`src/rtl/if_fetch_if.sv`:
```
// Instruction-memory bus between the fetch front end and imem.
// Requests are address-only; responses return in order.
interface if_fetch_if #(
  parameter int ADDR_W = 16,
  parameter int INST_W = 16
);
  logic              imem_req;
  logic [ADDR_W-1:0] imem_addr;
  logic              imem_gnt;
  logic              imem_rvalid;
  logic [INST_W-1:0] imem_rdata;

  modport master (
    output imem_req,
    output imem_addr,
    input  imem_gnt,
    input  imem_rvalid,
    input  imem_rdata
  );

  modport slave (
    input  imem_req,
    input  imem_addr,
    output imem_gnt,
    output imem_rvalid,
    output imem_rdata
  );
endinterface

```
`src/rtl/if_fetch.sv`:
```
// Fetch front end: credit-limited in-order imem requests, pending-PC
// queue, output FIFO toward decode, and branch squash of stale fetches.
module if_fetch #(
  parameter int ADDR_W = 16,
  parameter int INST_W = 16,
  parameter int DEPTH  = 4
) (
  input  logic              clk,
  input  logic              rst,
  input  logic              fetch_en,
  input  logic [ADDR_W-1:0] pc_addr,
  output logic              pc_en,
  input  logic              branch_taken,
  if_fetch_if.master        imem,
  output logic              inst_valid,
  output logic [INST_W-1:0] inst_data,
  output logic [ADDR_W-1:0] inst_pc,
  input  logic              inst_ready
);

  localparam int CW = $clog2(DEPTH + 1);
  localparam int PW = $clog2(DEPTH);
  localparam logic [CW:0] CAP = (CW + 1)'(DEPTH);

  typedef enum logic {
    IDLE,
    RUN
  } state_e;

  state_e state_q, state_d;

  logic [CW-1:0] out_q, out_d;
  logic [CW-1:0] disc_q, disc_d;
  logic [CW-1:0] cnt_q, cnt_d;
  logic [PW-1:0] pwp_q, pwp_d;
  logic [PW-1:0] prp_q, prp_d;
  logic [PW-1:0] fwp_q, fwp_d;
  logic [PW-1:0] frp_q, frp_d;

  logic [ADDR_W-1:0] pend_q [DEPTH];
  logic [ADDR_W-1:0] fpc_q  [DEPTH];
  logic [INST_W-1:0] fdat_q [DEPTH];

  logic [CW:0] used;
  logic        req;
  logic        gnt;
  logic        rv;
  logic        drop;
  logic        wr;
  logic        rd;

  // Credit covers both in-flight and buffered entries, so a
  // granted request always has a FIFO slot waiting for it.
  assign used = {1'b0, out_q} + {1'b0, cnt_q};
  assign req  = (state_q == RUN) & fetch_en
              & ~branch_taken & (used < CAP);
  assign gnt  = req & imem.imem_gnt;
  assign rv   = imem.imem_rvalid & (out_q != '0);
  assign drop = rv & (branch_taken | (disc_q != '0));
  assign wr   = rv & ~drop;

  assign inst_valid = (cnt_q != '0) & ~branch_taken;
  assign rd         = inst_valid & inst_ready;
  assign inst_data  = fdat_q[frp_q];
  assign inst_pc    = fpc_q[frp_q];

  assign pc_en          = gnt;
  assign imem.imem_req  = req;
  assign imem.imem_addr = req ? pc_addr : '0;

  always_comb begin
    state_d = state_q;
    unique case (state_q)
      IDLE:    state_d = RUN;
      RUN:     state_d = RUN;
      default: state_d = IDLE;
    endcase
  end

  always_comb begin
    out_d  = out_q + CW'(gnt) - CW'(rv);
    disc_d = disc_q;
    cnt_d  = cnt_q + CW'(wr) - CW'(rd);
    pwp_d  = pwp_q + PW'(gnt);
    prp_d  = prp_q + PW'(rv);
    fwp_d  = fwp_q + PW'(wr);
    frp_d  = frp_q + PW'(rd);
    unique case (1'b1)
      branch_taken: begin
        disc_d = out_q - CW'(rv);
        cnt_d  = '0;
        frp_d  = fwp_q;
      end
      (rv && disc_q != '0): begin
        disc_d = disc_q - CW'(1);
      end
      default: ;
    endcase
  end

  always_ff @(posedge clk or negedge rst) begin
    if (!rst) begin
      state_q <= IDLE;
      out_q   <= '0;
      disc_q  <= '0;
      cnt_q   <= '0;
      pwp_q   <= '0;
      prp_q   <= '0;
      fwp_q   <= '0;
      frp_q   <= '0;
    end else begin
      state_q <= state_d;
      out_q   <= out_d;
      disc_q  <= disc_d;
      cnt_q   <= cnt_d;
      pwp_q   <= pwp_d;
      prp_q   <= prp_d;
      fwp_q   <= fwp_d;
      frp_q   <= frp_d;
    end
  end

  always_ff @(posedge clk or negedge rst) begin
    if (!rst) begin
      for (int i = 0; i < DEPTH; i++) begin
        pend_q[i] <= '0;
      end
    end else if (gnt) begin
      pend_q[pwp_q] <= pc_addr;
    end
  end

  // FIFO storage is cleared on reset so the head reads as zero.
  always_ff @(posedge clk or negedge rst) begin
    if (!rst) begin
      for (int i = 0; i < DEPTH; i++) begin
        fpc_q[i]  <= '0;
        fdat_q[i] <= '0;
      end
    end else if (wr) begin
      fpc_q[fwp_q]  <= pend_q[prp_q];
      fdat_q[fwp_q] <= imem.imem_rdata;
    end
  end

endmodule

```
`src/flat_wrapper.sv`:
```
// flat-port wrapper written by rule: the top's interface ports become plain ports
module if_fetch_flat 
#(
  parameter int ADDR_W = 16,
  parameter int INST_W = 16,
  parameter int DEPTH  = 4
)
  (clk, rst, fetch_en, pc_addr, pc_en, branch_taken, inst_valid, inst_data, inst_pc, inst_ready, imem_imem_req, imem_imem_addr, imem_imem_gnt, imem_imem_rvalid, imem_imem_rdata);
  if_fetch_if #(.ADDR_W(ADDR_W), .INST_W(INST_W)) imem_i ();
  input  logic clk;
  input  logic rst;
  input  logic fetch_en;
  input  logic [ADDR_W-1:0] pc_addr;
  output logic pc_en;
  input  logic branch_taken;
  output logic inst_valid;
  output logic [INST_W-1:0] inst_data;
  output logic [ADDR_W-1:0] inst_pc;
  input  logic inst_ready;
  output wire logic [$bits(imem_i.imem_req)-1:0] imem_imem_req;
  output wire logic [$bits(imem_i.imem_addr)-1:0] imem_imem_addr;
  input wire logic [$bits(imem_i.imem_gnt)-1:0] imem_imem_gnt;
  input wire logic [$bits(imem_i.imem_rvalid)-1:0] imem_imem_rvalid;
  input wire logic [$bits(imem_i.imem_rdata)-1:0] imem_imem_rdata;
  assign imem_imem_req = imem_i.imem_req;
  assign imem_imem_addr = imem_i.imem_addr;
  assign imem_i.imem_gnt = imem_imem_gnt;
  assign imem_i.imem_rvalid = imem_imem_rvalid;
  assign imem_i.imem_rdata = imem_imem_rdata;
  if_fetch #(.ADDR_W(ADDR_W), .INST_W(INST_W), .DEPTH(DEPTH)) u_core (.clk(clk), .rst(rst), .fetch_en(fetch_en), .pc_addr(pc_addr), .pc_en(pc_en), .branch_taken(branch_taken), .imem(imem_i), .inst_valid(inst_valid), .inst_data(inst_data), .inst_pc(inst_pc), .inst_ready(inst_ready));
endmodule
```
`config.mk`:
```
export PLATFORM = sky130hd
export DESIGN_NAME = if_fetch_flat
export DESIGN_NICKNAME = d
export VERILOG_FILES = /design/src/rtl/if_fetch_if.sv /design/src/rtl/if_fetch.sv /design/src/flat_wrapper.sv
export SDC_FILE = /design/constraint.sdc
export NUM_CORES = 1
export LEC_CHECK = 0
export ABC_AREA = 1
export BUFFER_PORTS_ARGS = -buffer_cell sky130_fd_sc_hd__buf_2
export CAP_MARGIN = 10
export CORE_UTILIZATION = 30
export DETAILED_ROUTE_END_ITERATION = 8
export GPL_ROUTABILITY_DRIVEN = 1
export SLEW_MARGIN = 15
export SYNTH_ARGS = -nofsm -noshare
export SYNTH_HDL_FRONTEND = slang
export SYNTH_SLANG_ARGS = --single-unit
```
`constraint.sdc`:
```
create_clock -name clk -period 4.2 [get_ports clk]
set_input_delay 0.84 -clock clk [delete_from_list [all_inputs] [get_ports clk]]
set_output_delay 0.84 -clock clk [all_outputs]
set_load 0.005 [all_outputs]
```
Word level (Yosys, flattened, before mapping)
Index checks and enable logic that the tools add are counted.
Operators by class
  $add $sub $neg: 11
  magnitude comparators: 7
  reduce and logical (&&, ||, !) cells: 7
  multiplexer cells: 20
  bitwise gates (word level): 16
Operators by type and width (count)
  $bwmux 64: 3
  $mux 16: 9
  $bmux 16 s2: 3
  $demux 16 s2: 2
  $ge 3x3->1 const B: 4
  $not 2->3: 4
  $and 1x1->1: 9
  $reduce_bool 3->1: 3
  $sub 3x1->3: 3
  $add 2x1->2: 4
  $add 3x1->3: 2
  $lt 3x1->1 const B: 2
  $pmux 3 s2: 1
  $add 3x3->4: 1
  $lt 4x3->1 const B: 1
  $logic_and 1x1->1: 3
  $mux 3: 1
  $sub 3x1->3 const B: 1
  $mux 2: 1
  $not 1->1: 2
  $reduce_bool 2->1: 1
  $or 1x1->1: 1
Storage, ports and cells
  logic and storage cells: 81
  register bits: 210
  bits of input ports: 39

Longest topological paths before layout
  depth after elaboration: 8
  mapped depth: 12
  mapped depth without buffers: 11

Least setup slack after synthesis
Ideal clock, no wire load.
  path kind: input to register
  start point: input branch_taken
  end point: register u_core.out_q[2]
  data arrival time: 2765 ps
  stages: 12
  required time: 4071 ps
  path slack: 1307 ps
  path buffers: 2
  setup time: 129 ps
  cell sequence: buf_6 > nor2_4 > nand2_2 > nor2_8 > buf_2 > nand2_1 > ha_1 > inv_1 > ha_1 > fa_1 > xnor2_1 > xor2_1
On the way
  cells in the longest elaborated chain, start to end: 6
Ends and longest elaborated chain
  from (decl): line flat_wrapper.sv:15  | input logic branch_taken;
  $not 1->1: line if_fetch.sv:56  | & ~branch_taken & (used < CAP);
  $and 1x1->1 (2 in a row): line if_fetch.sv:56
  named net imem_imem_req: line flat_wrapper.sv:20  | output wire logic [$bits(imem_i.imem_req)-1:0] imem_imem_req;
  $and 1x1->1: line if_fetch.sv:57  | assign gnt = req & imem.imem_gnt;
  $add 3x1->3: line if_fetch.sv:81  | out_d = out_q + CW'(gnt) - CW'(rv);
  $sub 3x1->3: line if_fetch.sv:81
  named net u_core.out_d[2]: line if_fetch.sv:32  | logic [CW-1:0] out_q, out_d;
  to (signal assigned): line if_fetch.sv:113  | out_q <= out_d;
  to (decl): line if_fetch.sv:32
The timed path passes the listed nets, and every way through them passes these cells.
A chain may end at the register's enable or synchronous reset.

Worst setup path in the final report
  start point: register u_core.frp_q[1]
  end point: output inst_data[2]
On the way
  cells in the longest elaborated chain, start to end: 4
Ends and longest elaborated chain
  from (decl): line if_fetch.sv:38  | logic [PW-1:0] frp_q, frp_d;
  from (signal assigned): line if_fetch.sv:119  | frp_q <= frp_d;
  $not 2->3 (implied by the code): line if_fetch.sv:64  | assign inst_data = fdat_q[frp_q];
  $bmux 16 s2: line if_fetch.sv:64
  $mux 16 (implied by the code) (2 in a row): line if_fetch.sv:64
  to (decl): line flat_wrapper.sv:17  | output logic [INST_W-1:0] inst_data;
Every way passes these cells. The select of a mux whose other input is x is not followed.

==> results.md <==
- Status: finished clean
- Footprint of the multi-input gates: 0.00448 mm^2
- Placeable core area: 0.0345 mm^2
- Post-Place Cell Area: 0.0112 mm^2
- DRC errors left: 0
- Final Critical Period: 3190 ps
- Aggregate global routing overflow: 0
- Hold-fix buffer count after cts: 0
- Average detailed-routed wire length per instance: 15.7 um
- Power Density: 749 mW/mm^2
- Net switching share of the total power: 0.407
- Y dimension of the die: 189 um
- Slew @ Worst Pin: 1130 ps
- Syn nets: 1396
- Overall track demand over capacity in global routing: 0.164
- Slew Limit Headroom: 0.246
- Number of library cell types mapped by synthesis: 29
- Comb pwr share: 0.393
- HPWL after detailed placement: 16700 um
- Unrepaired setup endpoints after global routing: false
- Final hold violation count: 0
- Area added between synthesis and finish: 15.1%
- # diodes: 0
- Part of the total power dissipated in the clock network: 0.257
- Period utilization: 0.760
- Most frequent cells in the layout: sky130_fd_sc_hd__nand2_1 (471), sky130_fd_sc_hd__dfrtp_1 (209), sky130_fd_sc_hd__nand3_1 (149)
- Register-to-register path setup slack: 1690 ps
- Count of vias placed by the detailed router: 9190
- Yosys synthesis warning count: 0
- Sequential Power Share: 0.349
- # port buffers: 89
- Share of the synthesized area in the top cell type: 0.499
- Proportion of layout cells with a drive suffix above 1: 0.133
- Number of nets still failing antenna checks after routing: 0
- Total detailed-routing wirelength: 29300 um
- Pleak: 6.51 nW
- IR Drop Worst-Case VDD: 0.372 mV
- CTS tree: built
- Final non-filler cell total: 1860
- CP arrival: 2350 ps
- Category of the worst setup path launch point: flop
- CP max-delay cell: sky130_fd_sc_hd__inv_1
- Sequential cell area: 0.00526 mm^2
- Minimum setup slack in the final design: 1010 ps
- Antenna violations before repair: 0
- Total Neg Setup Slack: 0 ps
- Cell accounting for the most synthesized area: sky130_fd_sc_hd__dfrtp_1
- Maximum number of pins on one net before global-route repair: 100
- Main synth FF type: sky130_fd_sc_hd__dfrtp_1
- Internal power: 0.00538 W
- Most common cell after layout, fill and taps aside: sky130_fd_sc_hd__nand2_1
- Setup violation total in the final timing report: 0
- Number of buffers created by CTS: 24
- Total net switching power: 0.00369 W
- Worst Path Required: 3360 ps
- Number of ports placed on the die boundary: 90
- Worst min-delay path class: primary input to asynchronous set/reset pin
- Routability congestion estimate from global placement: 0.784
- Global-route wire length before repair: 47500 um
- Count of max-cap constraint violations: 0
- Finished Cell Area: 0.0121 mm^2
- Area of the mapped netlist: 0.0105 mm^2
- Count of cells along the worst register-to-register path: 11
- Horiz. Die Dim: 189 um
- Htree depth: 1
- Via density per instance: 4.94
- Root Driver: sky130_fd_sc_hd__clkbuf_16
- Count of routing violations after the opening detailed-route iteration: 821
- Length of the first detailed-routing pass in iterations: 5
- Crit Reg-Reg Endpoint: u_core.out_q[2]
- Initial Util: 0.305
- Worst-skew pair later-pin latency: 520 ps
- Clock tree skew after final layout: 21.4 ps
- Number of clock sinks: 210
- Total of flip-flops plus latches after synthesis: 210
- CP max stage delay: 660 ps
- Maximum count of clock buffers along a single path: 3
- Standard-cell rows: 68
- Number of setup buffers added after CTS: 0
- Largest cells by area after synthesis: sky130_fd_sc_hd__dfrtp_1 (50%), sky130_fd_sc_hd__nand2_1 (17%), sky130_fd_sc_hd__nand3_1 (7.1%), sky130_fd_sc_hd__nor2_1 (4.3%), sky130_fd_sc_hd__nand4_1 (3.9%)
- Worst Setup Path Type: flop to output pin
- Max Slew Vio Count: 0
- Fill cell total of the finished layout: 3655
- Post-layout net count: 1442
- Sequential area share after synthesis: 0.499
- Syn Inst Count: 1341
- Endpoint type of the worst setup path: output pin
- Post-Synthesis Mean Instance Area: 7.85 um^2
- Clock-pin slew of the registers on the worst-case setup and hold paths: 60 ps
- Via count of the first global-routing pass: 8788
- Fraction of synthesis flops using an asynchronous set or reset pin: 1.00
- Critical path cell sequence: inv_1 > buf_4 > o21ai_0 > o22ai_1 > buf_2
- Max Clock Freq: 0.313 GHz
- Quantity of gates resized following cts: 0
- Pre-CTS worst setup slack: 1320 ps
- Critical register-to-register path startpoint: u_core.out_q[2]
- Number of cells in the design after placement: 1816
- Total die area: 0.0358 mm^2
- Post-synth EDFFs: 0
- Total power: 0.00908 W
- Largest fanout on the critical path: 25
==> worst max path at each step <==
stage / startpoint / endpoint / slack (ps) / depth (start not counted)
CTS: u_core.frp_q[1] / inst_pc[4] / 970 / 4
global route: u_core.frp_q[1] / inst_pc[4] / 890 / 4
floorplan: branch_taken / u_core.out_q[2] / 1310 / 12
global placement: branch_taken / u_core.out_q[2] / 1360 / 11
finish: u_core.frp_q[1] / inst_data[2] / 1010 / 5
detailed placement: branch_taken / u_core.fpc_q[41] / 1320 / 9
==> per-stage QoR <==
| step | hold slack, ps | util |
|---|---|---|
| 2_1_floorplan | 434 | - |
| 3_3_place_gp | 447 | 0.325 |
| 3_5_place_dp | 451 | 0.325 |
| 4_1_cts | 458 | 0.351 |
| 5_1_grt | 481 | 0.351 |
| 6_report | 432 | 0.351 |
==> synthesized netlist by cell type, types with 4 or more instances <==
cell type                  instances
sky130_fd_sc_hd__buf_6            16
sky130_fd_sc_hd__ha_1             14
sky130_fd_sc_hd__clkbuf_1         39
sky130_fd_sc_hd__dfrtp_1         210
sky130_fd_sc_hd__nand2_1         471
sky130_fd_sc_hd__nor2_1          121
sky130_fd_sc_hd__buf_2            30
sky130_fd_sc_hd__nand3_4           4
sky130_fd_sc_hd__o21ai_0          72
sky130_fd_sc_hd__xor2_1            4
sky130_fd_sc_hd__or2_2            16
sky130_fd_sc_hd__nand4_1          65
sky130_fd_sc_hd__inv_1            72
sky130_fd_sc_hd__o22ai_1          32
sky130_fd_sc_hd__nand3_1         149
==> layer usage <==
layer / routed length (um) / part of all wire / vias to the layer above / track usage
met5: 0 / 0 / - / 0
met4: 521 / 0.018 / 0 / 0.0332
met3: 1420 / 0.048 / 35 / 0.0206
met2: 13700 / 0.47 / 242 / 0.271
met1: 13700 / 0.47 / 4476 / 0.230
li1: - / - / 4437 / -
==> cell type report <==
| type | instances | area share |
|---|---|---|
| Sequential cell | 210 | 0.434 |
| Multi-Input combinational cell | 964 | 0.370 |
| Clock buffer | 33 | 0.0599 |
| Timing Repair Buffer | 112 | 0.0528 |
| Tap cell | 455 | 0.0470 |
| Inverter | 75 | 0.0233 |
| Clock inverter | 11 | 0.0136 |
==> flip-flops by register name, indices dropped and copies added (netlist names) <==
| name | count |
|---|---|
| u_core.cnt_q | 3 |
| u_core.frp_q | 2 |
| u_core.state_q | 1 |
| u_core.disc_q | 3 |
| u_core.out_q | 3 |
| u_core.fpc_q | 64 |
| u_core.prp_q | 2 |
| u_core.pwp_q | 2 |
| u_core.fdat_q | 64 |
| u_core.fwp_q | 2 |
| u_core.pend_q | 64 |
==> power by group through the flow <==
stage / combinational (W) / sequential, W / clock, W
finish: 0.00357 / 0.00317 / 0.00234
CTS: 0.00360 / 0.00317 / 0.00238
floorplan: 0.00242 / 0.00308 / 0
detailed placement: 0.00359 / 0.00319 / 0
global placement: 0.00353 / 0.00318 / 0
global route: 0.00403 / 0.00327 / 0.00247
==> kinds of logic after synthesis <==
logic type | Yosys count | share of synthesized area
XOR/XNOR | 7 | 0.00583
buffers and inverters | 167 | 0.0759
AO/OA/AOI/OAI | 106 | 0.0542
other | 1 | 0.000356
flip-flops | 210 | 0.499
AND/OR/NAND/NOR | 834 | 0.344
adder cells (fa/ha/maj) | 16 | 0.0205
==> worst max-delay path: cells and delay by family, from the launching register on <==
kind                   cells  cell delay [ps]
AOI/OAI and AO/OA          2              310
buffers and inverters      3             1130
DFF                        1              380
Note: power is estimated with default switching activity, not from simulation.
